File: src/rtl/digit_motion_scheduler.sv
// digit_motion_scheduler
// Drives the moving digit on the 96x64 OLED. An internal prescaler makes a
// motion tick. The digit's top-left corner moves right, dwells, moves left
// and dwells again; each round trip is one loop. After every loop the
// displayed digit advances by one, modulo 10.
//
// Ports:
//   clk          system clock
//   rst_n        synchronous active-low reset
//   en           motion enable; low freezes motion, start/stop still act
//   start        one-cycle run request (IDLE only)
//   stop         one-cycle abort request
//   value_in     initial digit, latched on start (10-15 latch as 0)
//   loops        loops to run, 0 = run until stop
//   base_x       digit left x coordinate, 0..X_MAX
//   base_y       digit top y coordinate, constant BASE_Y
//   digit_value  digit to draw, 0-9
//   digit_set    draw enable, same as busy
//   busy         high when not IDLE
//   done         one-cycle pulse when the programmed loop count completes
//   state        current state encoding, for debug
module digit_motion_scheduler #(
  parameter int OLED_WIDTH  = 96,
  parameter int DIGIT_WIDTH = 16,
  parameter int TICK_DIV    = 1800000,
  parameter int DWELL_TICKS = 8,
  parameter int BASE_Y      = 20
) (
  input  logic       clk,
  input  logic       rst_n,
  input  logic       en,
  input  logic       start,
  input  logic       stop,
  input  logic [3:0] value_in,
  input  logic [3:0] loops,
  output logic [6:0] base_x,
  output logic [6:0] base_y,
  output logic [3:0] digit_value,
  output logic       digit_set,
  output logic       busy,
  output logic       done,
  output logic [2:0] state
);

  localparam logic [6:0] X_MAX = 7'(OLED_WIDTH - DIGIT_WIDTH);
  localparam int PW = (TICK_DIV > 1) ? $clog2(TICK_DIV) : 1;
  localparam logic [PW-1:0] PRESC_LAST = PW'(TICK_DIV - 1);
  localparam int DW = (DWELL_TICKS > 1) ? $clog2(DWELL_TICKS + 1) : 1;
  localparam logic [DW-1:0] DWELL_LAST = DW'((DWELL_TICKS > 0) ? DWELL_TICKS - 1 : 0);

  typedef enum logic [2:0] {
    S_IDLE    = 3'd0,
    S_RIGHT   = 3'd1,
    S_DWELL_R = 3'd2,
    S_LEFT    = 3'd3,
    S_DWELL_L = 3'd4
  } state_t;

  state_t        state_reg, state_next;
  logic [6:0]    base_x_reg, base_x_next;
  logic [3:0]    digit_reg, digit_next;
  logic [3:0]    loops_reg, loops_next;
  logic [3:0]    loop_cnt_reg, loop_cnt_next;
  logic [DW-1:0] dwell_reg, dwell_next;
  logic [PW-1:0] presc_reg, presc_next;
  logic          done_reg, done_next;
  logic          busy_int;
  logic          tick;
  logic          end_loop;

  assign busy_int = (state_reg != S_IDLE);
  assign tick     = busy_int && en && (presc_reg == PRESC_LAST);

  always_comb begin
    state_next    = state_reg;
    base_x_next   = base_x_reg;
    digit_next    = digit_reg;
    loops_next    = loops_reg;
    loop_cnt_next = loop_cnt_reg;
    dwell_next    = dwell_reg;
    presc_next    = presc_reg;
    done_next     = 1'b0;
    end_loop      = 1'b0;

    if (busy_int && en)
      presc_next = tick ? '0 : presc_reg + 1'b1;

    case (state_reg)
      S_IDLE: begin
        if (start && !stop) begin
          digit_next    = (value_in > 4'd9) ? 4'd0 : value_in;
          loops_next    = loops;
          base_x_next   = 7'd0;
          loop_cnt_next = 4'd0;
          presc_next    = '0;
          state_next    = S_RIGHT;
        end
      end
      S_RIGHT: begin
        if (tick) begin
          base_x_next = base_x_reg + 7'd1;
          if (base_x_reg + 7'd1 == X_MAX) begin
            dwell_next = '0;
            state_next = (DWELL_TICKS == 0) ? S_LEFT : S_DWELL_R;
          end
        end
      end
      S_DWELL_R: begin
        if (tick) begin
          if (dwell_reg == DWELL_LAST) state_next = S_LEFT;
          else                         dwell_next = dwell_reg + 1'b1;
        end
      end
      S_LEFT: begin
        if (tick) begin
          base_x_next = base_x_reg - 7'd1;
          if (base_x_reg == 7'd1) begin
            dwell_next = '0;
            if (DWELL_TICKS == 0) end_loop   = 1'b1;
            else                  state_next = S_DWELL_L;
          end
        end
      end
      S_DWELL_L: begin
        if (tick) begin
          if (dwell_reg == DWELL_LAST) end_loop   = 1'b1;
          else                         dwell_next = dwell_reg + 1'b1;
        end
      end
      default: state_next = S_IDLE;
    endcase

    if (end_loop) begin
      loop_cnt_next = loop_cnt_reg + 4'd1;
      digit_next    = (digit_reg == 4'd9) ? 4'd0 : digit_reg + 4'd1;
      if (loops_reg != 4'd0 && (loop_cnt_reg + 4'd1) == loops_reg) begin
        state_next = S_IDLE;
        done_next  = 1'b1;
      end else begin
        state_next = S_RIGHT;
      end
    end

    // An abort overrides any tick in the same cycle: position and digit
    // freeze where they were and no completion is reported.
    if (busy_int && stop) begin
      state_next    = S_IDLE;
      base_x_next   = base_x_reg;
      digit_next    = digit_reg;
      loop_cnt_next = loop_cnt_reg;
      done_next     = 1'b0;
    end
  end

  always_ff @(posedge clk) begin
    if (!rst_n) begin
      state_reg    <= S_IDLE;
      base_x_reg   <= 7'd0;
      digit_reg    <= 4'd0;
      loops_reg    <= 4'd0;
      loop_cnt_reg <= 4'd0;
      dwell_reg    <= '0;
      presc_reg    <= '0;
      done_reg     <= 1'b0;
    end else begin
      state_reg    <= state_next;
      base_x_reg   <= base_x_next;
      digit_reg    <= digit_next;
      loops_reg    <= loops_next;
      loop_cnt_reg <= loop_cnt_next;
      dwell_reg    <= dwell_next;
      presc_reg    <= presc_next;
      done_reg     <= done_next;
    end
  end

  assign base_x      = base_x_reg;
  assign base_y      = 7'(BASE_Y);
  assign digit_value = digit_reg;
  assign busy        = busy_int;
  assign digit_set   = busy_int;
  assign done        = done_reg;
  assign state       = state_reg;

endmodule
File: config.mk
export PLATFORM = sky130hd
export DESIGN_NAME = digit_motion_scheduler
export DESIGN_NICKNAME = d
export VERILOG_FILES = /design/src/rtl/digit_motion_scheduler.sv
export SDC_FILE = /design/constraint.sdc
export NUM_CORES = 1
export LEC_CHECK = 0
export BUFFER_PORTS_ARGS = -buffer_cell sky130_fd_sc_hd__buf_4
export CAP_MARGIN = 10
export CORE_ASPECT_RATIO = 1.75
export CORE_MARGIN = 2
export CORE_UTILIZATION = 30
export CTS_CLUSTER_SIZE = 20
export DETAILED_ROUTE_END_ITERATION = 6
export GPL_ROUTABILITY_DRIVEN = 0
export PLACE_DENSITY = 0.49
export SETUP_SLACK_MARGIN = 0.15
export SYNTH_ARGS = -nofsm -noshare
export SYNTH_HDL_FRONTEND = slang
export SYNTH_SLANG_ARGS = --single-unit
File: constraint.sdc
create_clock -name clk -period 3.8 [get_ports clk]
set_input_delay 0.19 -clock clk [delete_from_list [all_inputs] [get_ports clk]]
set_output_delay 0.19 -clock clk [all_outputs]
set_load 0.005 [all_outputs]
### After elaboration in Yosys (flattened, before gate mapping)

Index checks and enable logic that the tools add are counted.

| storage, ports and cells | value |
|---|---|
| output and inout port bits | 24 |
| register bits after elaboration | 48 |

| operators by class | value |
|---|---|
| add/sub/neg operators | 6 |
| multiplexer cells | 37 |
| bitwise gates (word level) | 3 |
| magnitude comparators | 1 |
| reductions and logical operators | 21 |
| equal/unequal tests | 25 |

Operators with widths:

| operator | number |
|---|---|
| 21-bit 2-to-1 mux | 4 |
| 4-bit 2-to-1 mux | 14 |
| 3-bit 2-to-1 mux | 8 |
| 21-bit by 1-bit adder with 21-bit output (second input constant) | 1 |
| 21-bit equality test (second input constant) | 1 |
| 7-bit 2-to-1 mux | 3 |
| 3-bit != test (second input constant) | 7 |
| 7-bit case mux with 3 select lines | 1 |
| 3-bit case mux with 5 select lines | 1 |
| 2-bit != test (second input constant) | 7 |
| 4-bit by 1-bit adder with 4-bit output (second input constant) | 3 |
| 4-bit case mux with 3 select lines | 1 |
| 3-bit nonzero test | 3 |
| 8-bit AND reduction | 1 |
| 7-bit by 1-bit adder with 7-bit output (second input constant) | 1 |
| 7-bit by 1-bit equality test with 1-bit output (second input constant) | 1 |
| 7-bit equality test (second input constant) | 1 |
| 7-bit AND reduction | 1 |
| 7-bit by 1-bit subtractor with 7-bit output (second input constant) | 1 |
| 3-bit by 2-bit equality test with 1-bit output (second input constant) | 2 |
| 1-bit logical AND | 5 |
| 1-bit 2-to-1 mux | 5 |
| 5-bit AND reduction | 1 |
| 4-bit by 3-bit equality test with 1-bit output (second input constant) | 1 |
| other kinds (15) | 19 |

### Longest topological paths before layout

Gate-level depths: netlist of run 1.

| logic depth | value |
|---|---|
| depth in word-level cells | 7 |
| depth in mapped cells | 9 |

### Least setup slack after synthesis of run 1

OpenSTA, ideal clock, no wires.

| timing path | value |
|---|---|
| path type | reg-to-reg |
| start point | reg presc_reg[18] |
| end point | reg loop_cnt_reg[0] |
| period minus slack after synthesis | 2,083 ps |
| arrival | 2,021 ps |
| setup time | 62 ps |
| cell stages (with the launch flop) | 7 |
| slack | 1,717 ps |
| path buffers | 0 |
| cell sequence | dfxtp_1 or4_4 nor4_4 nand2_2 or3_4 mux2_2 nor2_2 |

| on the way | value |
|---|---|
| word-level cells in the longest chain between the ends | 6 |

Ends and longest elaborated chain:

| what | line | source |
|---|---|---|
| from (decl) | 65 | `logic [PW-1:0] presc_reg, presc_next;` |
| from (signal assigned) | 172 | `presc_reg <= presc_next;` |
| 21-bit equality test (*) | 72 | `assign tick = busy_int && en && (presc_reg == PRESC_LAST);` |
| 1-bit logical AND (*) | 72 |  |
| 1-bit 2-to-1 mux (*) | 125 | `if (tick) begin` |
| 1-bit 2-to-1 mux (*) | 88 | `case (state_reg)` |
| 2-bit nonzero test (no line) | n/a |  |
| 3-bit AND reduction (no line) | n/a |  |
| to (signal assigned) | 170 | `loop_cnt_reg <= loop_cnt_next;` |
| to (decl) | 63 | `logic [3:0] loop_cnt_reg, loop_cnt_next;` |

Mark *: on every way between the ends. The rest lies on a longest branch, timed or not.
A chain may end at the register's enable or synchronous reset.

### Worst setup path after layout of run 1

| timing path | value |
|---|---|
| start point | reg state_reg[1] (netlist: state[1]) |
| end point | reg loop_cnt_reg[0] |

| on the way | value |
|---|---|
| word-level cells in the longest chain between the ends | 7 |

Ends and longest elaborated chain:

| what | line | source |
|---|---|---|
| from (decl) | 59 | `state_t state_reg, state_next;` |
| from (signal assigned) | 166 | `state_reg <= state_next;` |
| 3-bit nonzero test | 71 | `assign busy_int = (state_reg != S_IDLE);` |
| 1-bit logical AND (2 in a row) | 72 |  |
| 1-bit 2-to-1 mux | 125 |  |
| 1-bit 2-to-1 mux | 88 |  |
| 2-bit nonzero test (no line) | n/a |  |
| 3-bit AND reduction (no line) | n/a |  |

Several ways; a longest one is shown, not always the timed one.

==> results.json, run 1 <==
{
  "clk_pin_slew_worst_paths_ns": 0.06,
  "swShare_pct": 21.9,
  "grt_pass1_wl_um": 12000,
  "ys.flop_type": "dfxtp_1",
  "worst_pin_slew_ns": 0.824,
  "htreeDepth": 2,
  "syn_inst": 360,
  "skew_ns": 0.00577,
  "grt_pass1_vias": 2518,
  "cts_buffers": 5,
  "tns_ns": 0,
  "drt_iter0_markers": 74,
  "max_freq_ghz": 0.367,
  "crit_path_end_kind": "register",
  "wl_per_cell_um": 14.3,
  "hold_end": "loops_reg[2]",
  "pre_cts_ws_ns": 1.04,
  "ys_warn_count": 0,
  "worst_skew_pair.late_latency_ns": 0.29,
  "fin_hold_ws_ns": 0.160,
  "worstPathRequired_ns": 3.98,
  "antenna_cells": 0,
  "p_int_mw": 0.843,
  "avgSynthCellArea_sq_um": 7.84,
  "cts_hold_buf": 0,
  "cts_resized": 0,
  "ys_ff_latch": 48,
  "stdcell_count": 501,
  "arrival_ns": 2.90,
  "rr_startpoint": "state[1]",
  "rr_endpoint": "loop_cnt_reg[0]",
  "fillers": 1020,
  "grt_setup_unrepaired": "false",
  "portBuffers": 29,
  "cts_tree": "built",
  "hold_depth": 3,
  "largest_reg_flops": 21,
  "period_minus_slack_ns": 2.72,
  "grt_max_degree": 21,
  "cts.sinks": 48,
  "dieArea_sq_um": 10200,
  "p_comb_share_pct": 7.1,
  "row_count": 46,
  "max-cap-violations": 0,
  "ff2ff_path_depth": 6,
  "fin_ws_ns": 1.08,
  "gr-total-overflow": 0,
  "yosysSeqAreaShare_pct": 34.1,
  "synthArstFlopShare_pct": 0,
  "post_cts.repair.setup_buffers": 0,
  "design.portCount": 37,
  "min_path_type": "input port to register",
  "ant_nets": 0,
  "drive_gt1_share_pct": 13.4,
  "power_switching_mw": 0.237,
  "path_max_fanout": 16,
  "synth_cell_types": 58,
  "power_mw": 1.08,
  "antenna_found_initial": 0,
  "clkPwrFrac_pct": 45.0,
  "core_sq_um": 9090,
  "min-delay-start": "loops[2]",
  "r2r_slack_ns": 1.08,
  "place_inst": 495,
  "synth_area_sq_um": 2820,
  "critPathKind": "register to register",
  "power_density_nw_per_um2": 332,
  "fin_crit_sh_pct": 71.7,
  "die_height_um": 132,
  "start_util_pct": 31.0,
  "totalWireLength_um": 7160,
  "seq_power_share_pct": 47.9,
  "p_leak_nw": 1.22,
  "grt_use_total_pct": 14.5,
  "drv_slew": 0,
  "dieWidth_um": 77.3,
  "drc": 0,
  "synth_edf_count": 0,
  "critPathLaunchType": "register",
  "vias": 2526,
  "drt-pass1-iter-count": 4,
  "setup_violations": 0,
  "fin_util_pct": 35.8,
  "slew_headroom_pct": 45.0,
  "cts.path.max_buffers": 2,
  "clockRootBuffer": "clkbuf_16",
  "post_dp_cell_area_sq_um": 3100,
  "via_per_inst": 5.04,
  "status": "complete, no violations",
  "nets": 401,
  "fin_area_sq_um": 3250,
  "area_delta_synth_final_pct": 15.3,
  "ir_drop_mv": 0.192,
  "hold_viol_final": 0,
  "dpl.hpwl_um": 5480
}
[final cells by class]
type,count,area (sq um),share of cell area (%)
flip-flops and latches,48,961,29.5
inverters,12,45.0,1.38
multi-input cells,286,1730,53.0
well taps,120,150,4.61
clock inverters,1,30.0,0.923
repair buffers,29,218,6.69
clock buffers,5,125,3.84
[synth_stat cells (all sizes together), types with 2 or more instances]
cell	count	share of area, %
dfxtp	48	34
nor2	44	5.9
nand2	43	5.8
nand3	27	4.8
a21oi	17	3.0
buf	14	3.2
o21ai	13	2.3
xnor2	13	4.0
xor2	13	4.0
inv	12	1.6
and3	11	2.4
nor3	10	2.2
a21boi	7	1.9
a31oi	6	1.3
ha	6	2.7
nor4	6	1.9
or3	6	1.5
clkbuf	5	0.67
nand4	5	1.1
mux2	4	1.6
nor2b	4	0.89
o21a	4	1.1
and2	3	0.67
nor3b	3	0.80
or4	3	0.93
a21o	2	0.53
and3b	2	0.62
conb	2	0.27
mux2i	2	0.71
nand3b	2	0.53
o22ai	2	0.44
o31a	2	0.62
o31ai	2	0.71
or2	2	0.44
[per-layer routing]
| metal | track usage [%] | part of all wire (%) | wire [um] |
|---|---|---|---|
| met5 | 0 | 0 | 0 |
| met2 | 27.6 | 56 | 3990 |
| met4 | 7.34 | 3.2 | 231 |
| met3 | 2.12 | 2.1 | 153 |
| met1 | 14.8 | 39 | 2790 |
[how the worst max path moves through the flow]
| stage | startpoint | to | depth (start not counted) | slack [ns] |
|---|---|---|---|---|
| after floorplan | presc_reg[18] | loop_cnt_reg[0] | 6 | 1.72 |
| after global placement | state[1] | loop_cnt_reg[0] | 6 | 1.08 |
| after detailed placement | state[1] | loop_cnt_reg[0] | 6 | 1.04 |
| after CTS | state[1] | loop_cnt_reg[0] | 6 | 1.03 |
| after global routing | state[1] | digit_value[3] | 6 | 0.73 |
| final | state[1] | loop_cnt_reg[0] | 6 | 1.08 |
[power by group through the flow]
stage / Clock, mW / Combinational, mW / Sequential (mW)
finish: 0.485 / 0.0768 / 0.517
global route: 0.515 / 0.0858 / 0.518
CTS: 0.503 / 0.0780 / 0.517
detailed placement: 0 / 0.0776 / 0.528
global placement: 0 / 0.0777 / 0.528
floorplan: 0 / 0.0536 / 0.525
[cells by family after synthesis]
| kind of cell | Yosys count | share of synthesized area, % |
|---|---|---|
| other cells | 2 | 0.266 |
| flops | 48 | 34.1 |
| mux | 6 | 2.31 |
| compound gates | 65 | 15.2 |
| xor+xnor | 26 | 8.07 |
| simple gates | 176 | 32.0 |
| fa+ha+maj | 6 | 2.66 |
| buf+inv | 31 | 5.45 |
[critical path, cell delays in order (launching register included)]
cell and delay [ns]:
dfxtp_1 0.73, o31ai_2 0.26, nor3_4 0.43, nand4_1 0.40, a21oi_1 0.51, mux2_2 0.25
nor2_2 0.03
[layout by cell type (no fill, tap or decap), types with 3 or more instances in the layout]
cell type | netlist | routed
conb_1 | 2 | 7
buf_4 | 8 | 29
ha_1 | 6 | 6
nor3b_1 | 3 | 3
dfxtp_1 | 48 | 48
a31oi_1 | 6 | 6
or3_1 | 5 | 5
a21oi_1 | 17 | 17
nor4_1 | 5 | 5
inv_1 | 12 | 12
nor2_1 | 43 | 43
nand3_1 | 27 | 27
o21ai_0 | 13 | 13
and3_1 | 11 | 11
nand4_1 | 5 | 5
xor2_1 | 13 | 13
nor3_1 | 9 | 9
nand2_1 | 42 | 42
mux2_2 | 4 | 4
a21boi_0 | 5 | 5
and2_1 | 3 | 3
o21a_1 | 4 | 4
nor2b_1 | 4 | 4
clkbuf_16 | 0 | 5
xnor2_1 | 13 | 13
(Power assumes the default switching activity.)
==> run 2, diff against run 1 <==
--- a/config.mk
+++ b/config.mk
@@ -5,6 +5,7 @@
 export SDC_FILE = /design/constraint.sdc
 export NUM_CORES = 1
 export LEC_CHECK = 0
+export ABC_AREA = 1
 export BUFFER_PORTS_ARGS = -buffer_cell sky130_fd_sc_hd__buf_4
 export CAP_MARGIN = 10
 export CORE_ASPECT_RATIO = 1.75
@@ -13,7 +14,7 @@
 export CTS_CLUSTER_SIZE = 20
 export DETAILED_ROUTE_END_ITERATION = 6
 export GPL_ROUTABILITY_DRIVEN = 0
-export PLACE_DENSITY = 0.49
+export PLACE_DENSITY = 0.5
 export SETUP_SLACK_MARGIN = 0.15
 export SYNTH_ARGS = -nofsm -noshare
 export SYNTH_HDL_FRONTEND = slang
==> constraint.sdc (replaced) <==
create_clock -name clk -period 2.48 [get_ports clk]
set_input_delay 0.124 -clock clk [delete_from_list [all_inputs] [get_ports clk]]
set_output_delay 0.124 -clock clk [all_outputs]
set_load 0.005 [all_outputs]
==> results.json, run 2 <==
{
  "status": "complete, no violations",
  "cts.sinks": 48,
  "start_util_pct": 31.1,
  "power_mw": 2.41,
  "drc": 0,
  "dieArea_sq_um": 11100,
  "drt-pass1-iter-count": 4,
  "power_density_nw_per_um2": 682,
  "p_leak_nw": 1.55,
  "fillers": 1115,
  "crit_family": "simple AND/OR/NAND/NOR gates",
  "critical_path_depth": 10,
  "path_cells": "ha_1 > nand2_1 > nor2_1 > nand3_1 > nand2_1 > nand3_1 > a21oi_4 > nand2_2 > o21ai_1 > nor2_1",
  "cts_resized": 0,
  "portBuffers": 29,
  "yosysTopAreaCellShare_pct": 31.2,
  "period_minus_slack_ns": 2.10,
  "final_common_cell": "nand2_1",
  "grt_setup_unrepaired": "false",
  "post_cts.repair.setup_buffers": 0,
  "use_met3_pct": 2.02,
  "r2r_slack_ns": 0.38,
  "grt_max_degree": 20,
  "yosysSeqAreaShare_pct": 31.2,
  "vias": 3067,
  "area_delta_synth_final_pct": 14.7,
  "tns_ns": 0,
  "drt_iter0_markers": 115,
  "antenna_cells": 0,
  "clockRootBuffer": "clkbuf_16",
  "setup_violations": 0,
  "wl_per_cell_um": 12.5,
  "via_per_inst": 4.79,
  "use_met1_pct": 16.6,
  "hold_depth": 3,
  "synth_area_sq_um": 3080,
  "design.portCount": 37,
  "ant_nets": 0,
  "synthArstFlopShare_pct": 0,
  "row_count": 48,
  "drv_slew": 0,
  "ys_warn_count": 0,
  "cts_hold_buf": 0,
  "ys_ff_latch": 48,
  "max-cap-violations": 0,
  "yosys.area.top_type": "dfxtp_1",
  "grt_use_total_pct": 15.7,
  "crit_path_end_kind": "register",
  "synth_common_cells": "nand2_1, nor2_1, inv_1, dfxtp_1, nand3_1",
  "worst_skew_pair.late_latency_ns": 0.29,
  "hold_viol_final": 0,
  "die_height_um": 138,
  "core_sq_um": 9910,
  "dpl.hpwl_um": 6370,
  "worstPathRequired_ns": 2.66,
  "slowest_delay_ns": 0.47,
  "critPathSlowestCell": "dfxtp_1",
  "synth_cell_types": 40,
  "antenna_found_initial": 0,
  "cts.path.max_buffers": 2,
  "ir_drop_mv": 0.341,
  "ys.flop_type": "dfxtp_1",
  "nets": 534,
  "syn_inst": 487,
  "avgSynthCellArea_sq_um": 6.32,
  "drive_gt1_share_pct": 12.8,
  "critPathLaunchType": "register",
  "top_usage_layer": "met2",
  "synth.most_common_cell": "nand2_1",
  "critPathKind": "register to register",
  "path_max_fanout": 7,
  "arrival_ns": 2.28,
  "path_buf_inv": 0,
  "ff2ff_path_depth": 10,
  "final_cell_mix": "nand2_1, nor2_1, inv_1",
  "clk_pin_slew_worst_paths_ns": 0.06,
  "cts_buffers": 5,
  "min_path_type": "input port to register",
  "synthTopCellsByArea": "dfxtp_1, nand2_1, nor2_1, inv_1, nand3_1",
  "skew_ns": 0.00661,
  "grt_pass1_wl_um": 13800,
  "grt_pass1_vias": 3049,
  "largest_reg_flops": 21,
  "met2_usage_pct": 30.1,
  "cts_tree": "built",
  "synth_edf_count": 0,
  "max_freq_ghz": 0.475,
  "dieWidth_um": 80.6,
  "gr-total-overflow": 0,
  "fin_crit_sh_pct": 84.8,
  "totalWireLength_um": 8000,
  "htreeDepth": 2
}
run 2: cell types whose count changed after synthesis, moves of 9 or more:
cell     previous run  this run
a21oi_1            17        30
and3_1             11         1
inv_1              12        58
nand2_1            42       103
nor2_1             43        82
nor2_2              1        10
o21ai_0            13        27
run 2: tightest hold or removal path: stages:
cell,delay (ns)
buf_4,0.07
nor2_1,0.03
nor2_1,0.08
run 2: cells by family after synthesis:
group                    after synthesis  share of synthesized area, %
XOR/XNOR                              13                          3.70
adder cells (fa/ha/maj)                6                          2.44
other                                  2                         0.244
buffers and inverters                 80                          11.2
AO/OA/AOI/OAI                         74                          12.9
flip-flops                            48                          31.2
AND/OR/NAND/NOR                      264                          38.3
run 2: report_power, final:
| part | leakage, nW | internal, mW | switching [mW] |
|---|---|---|---|
| logic | 1.09 | 0.320 | 0.494 |
| registers | 0.390 | 0.849 | 0.101 |
| clock network | 0.0667 | 0.367 | 0.278 |
run 2: final timing paths:
check	start	endpoint
min	loops[0]	loops_reg[0]
max	base_x[0]	dwell_reg[1]
max reg2reg	base_x[0]	dwell_reg[1]
min reg2reg	presc_reg[9]	presc_reg[9]
run 2: final cells by class:
cell class,count,area [sq um],share of cell area (%)
multi-input combinational,364,1800,51.0
timing repair buffer,31,233,6.59
sequential,48,961,27.2
clock inverter,1,5.00,0.142
tap,125,156,4.43
inverter,65,246,6.98
clock buffer,6,129,3.65
run 2: routing by layer:
layer  share of wire [%]  up-vias
met1                  40     1387
met5                   0        -
met4                 3.3        0
li1                    -     1598
met2                  54       62
met3                 2.9       20
run 2: stage by stage:
| step | hold slack, ns | utilization, % | setup WS, ns | cells | cell area [sq um] |
|---|---|---|---|---|---|
| after floorplan | 0.259 | - | 0.741 | 492 | 3100 |
| after global placement | 0.351 | 34.2 | 0.391 | 633 | 3390 |
| after detailed placement | 0.366 | 34.2 | 0.346 | 633 | 3390 |
| after CTS | 0.0576 | 35.5 | 0.333 | 640 | 3520 |
| after global routing | 0.0684 | 35.6 | 0.164 | 640 | 3530 |
| final | 0.0591 | 35.6 | 0.376 | 640 | 3530 |
==> run 3, diff against run 2 <==
==> constraint.sdc (replaced) <==
create_clock -name clk -period 1.88 [get_ports clk]
set_input_delay 0.094 -clock clk [delete_from_list [all_inputs] [get_ports clk]]
set_output_delay 0.094 -clock clk [all_outputs]
set_load 0.005 [all_outputs]
==> results.json, run 3 (same netlist as run 2, synthesis figures left out) <==
{
  "ant_nets": 0,
  "period_minus_slack_ns": 1.74,
  "critPathKind": "register to register",
  "grt_pass1_wl_um": 14300,
  "critPathLaunchType": "register",
  "drv_slew": 0,
  "crit_path_end_kind": "register",
  "path_buf_inv": 2,
  "power_density_nw_per_um2": 896,
  "antenna_cells": 0,
  "p_leak_nw": 1.80,
  "core_sq_um": 9910,
  "grt_setup_unrepaired": "true",
  "area_delta_synth_final_pct": 35.4,
  "nets": 574,
  "htreeDepth": 2,
  "cts_buffers": 5,
  "portBuffers": 29,
  "grt_pass1_vias": 3142,
  "dieArea_sq_um": 11100,
  "clk_pin_slew_worst_paths_ns": 0.07,
  "fillers": 1058,
  "fin_ws_ns": 0.144,
  "final_common_cell": "nand2_1",
  "dpl.hpwl_um": 6630,
  "fin_hold_ws_ns": 0.0133,
  "cpMostUsedCell": "nand2_2",
  "grt_max_degree": 20,
  "crit_family": "simple AND/OR/NAND/NOR gates",
  "row_count": 48,
  "drive_gt1_share_pct": 30.2,
  "critPathSlowestCell": "dfxtp_2",
  "totalWireLength_um": 8960,
  "gr-total-overflow": 0,
  "rr_startpoint": "presc_reg[0]",
  "cts.path.max_buffers": 2,
  "tns_ns": 0,
  "start_util_pct": 31.1,
  "final_cell_mix": "nand2_1, nor2_1, buf_4",
  "clockRootBuffer": "clkbuf_16",
  "antenna_found_initial": 0,
  "stdcell_count": 681,
  "cts_tree": "built",
  "ir_drop_mv": 0.436,
  "path_max_fanout": 4,
  "crit_start": "presc_reg[0]",
  "max-cap-violations": 0,
  "hold_viol_final": 0,
  "cts.sinks": 48,
  "status": "complete, no violations",
  "vias": 3309,
  "grt_use_total_pct": 16.5,
  "min-delay-start": "loops[0]",
  "drt_iter0_markers": 141,
  "drc": 0,
  "slowest_delay_ns": 0.35,
  "path_cells": "ha_4 > nand3_4 > inv_4 > nand3_2 > nor2_2 > nand2_2 > nand2_2 > nand2_2 > nor2_4 > buf_4 > nand3_1 > nand2_1 > nor2_1",
  "die_height_um": 138,
  "skew_ns": 0.00794,
  "via_per_inst": 4.86,
  "wl_per_cell_um": 13.2,
  "pre_cts_ws_ns": -0.0514,
  "worstPathRequired_ns": 2.07,
  "design.portCount": 37,
  "max_freq_ghz": 0.576,
  "setup_violations": 0,
  "arrival_ns": 1.93,
  "dieWidth_um": 80.6,
  "fin_crit_sh_pct": 92.3,
  "largest_reg_flops": 21,
  "drt-pass1-iter-count": 4,
  "worst_skew_pair.late_latency_ns": 0.30,
  "place_inst": 655,
  "min_path_type": "input port to register"
}
-- run 3: changes by cell type in the layout (fill, tap and decap cells not counted), moves of 4 or more --
cell	delta
nand2_2	+11
dfxtp_1	-14
nor2_1	-12
nand2_1	-12
dfxtp_2	+11
buf_4	+37
nand3_2	+4
nand3_1	-7
nor2_4	+9
inv_1	-5
-- run 3: final timing paths --
path / endpoint / slack [ns] / cells after the start
worst min-delay path: loops_reg[0] / 0.01 / 3
worst max register to register: state[1] / 0.14 / 13
worst min register to register: presc_reg[9] / 0.49 / 2
worst max-delay path: state[1] / 0.14 / 13
-- run 3: repair_timing --
item                                    in CTS  in global routing
hold buffers                                 0                  0
setup buffers                                3                 14
gates cloned                                 1                  0
gates resized for setup                     32                 57
pin swaps                                    8                 29
endpoints found under the setup margin      27                 30
-- run 3: power breakdown --
part	internal, mW	switching [mW]	leakage [nW]
Sequential	1.13	0.128	0.397
Combinational	0.609	0.792	1.32
Clock	0.633	0.436	0.0840
-- run 3: tightest hold or removal path, delay by kind of cell --
kind	cells	cell delay [ns]
buf+inv	1	0.07
simple gates	2	0.11
-- run 3: stage by stage --
step | total power [mW] | utilization (%) | cell area, sq um
2_1_floorplan | 2.03 | - | 3100
3_3_place_gp | 2.43 | 35.9 | 3560
3_5_place_dp | 2.43 | 35.9 | 3560
4_1_cts | 3.56 | 39.0 | 3860
5_1_grt | 3.96 | 42.0 | 4170
6_report | 3.73 | 42.0 | 4170
-- run 3: layout make-up --
type                            count  area (sq um)  share of cell area (%)
Timing Repair Buffer               71           544                    13.1
Inverter                           65           262                    6.28
Sequential cell                    48           986                    23.7
Tap cell                          125           156                    3.75
Multi-Input combinational cell    364          2050                    49.1
Clock buffer                        5           125                    3.00
Clock inverter                      3          47.5                    1.14
-- run 3: layer usage --
layer  track usage [%]  vias up  share of wire (%)
li1                  -     1687                  -
met1              16.6     1535                 37
met2              32.2       62                 57
met3              2.60       25                2.7
met4              7.72        0                3.3
met5                 0        -                  0
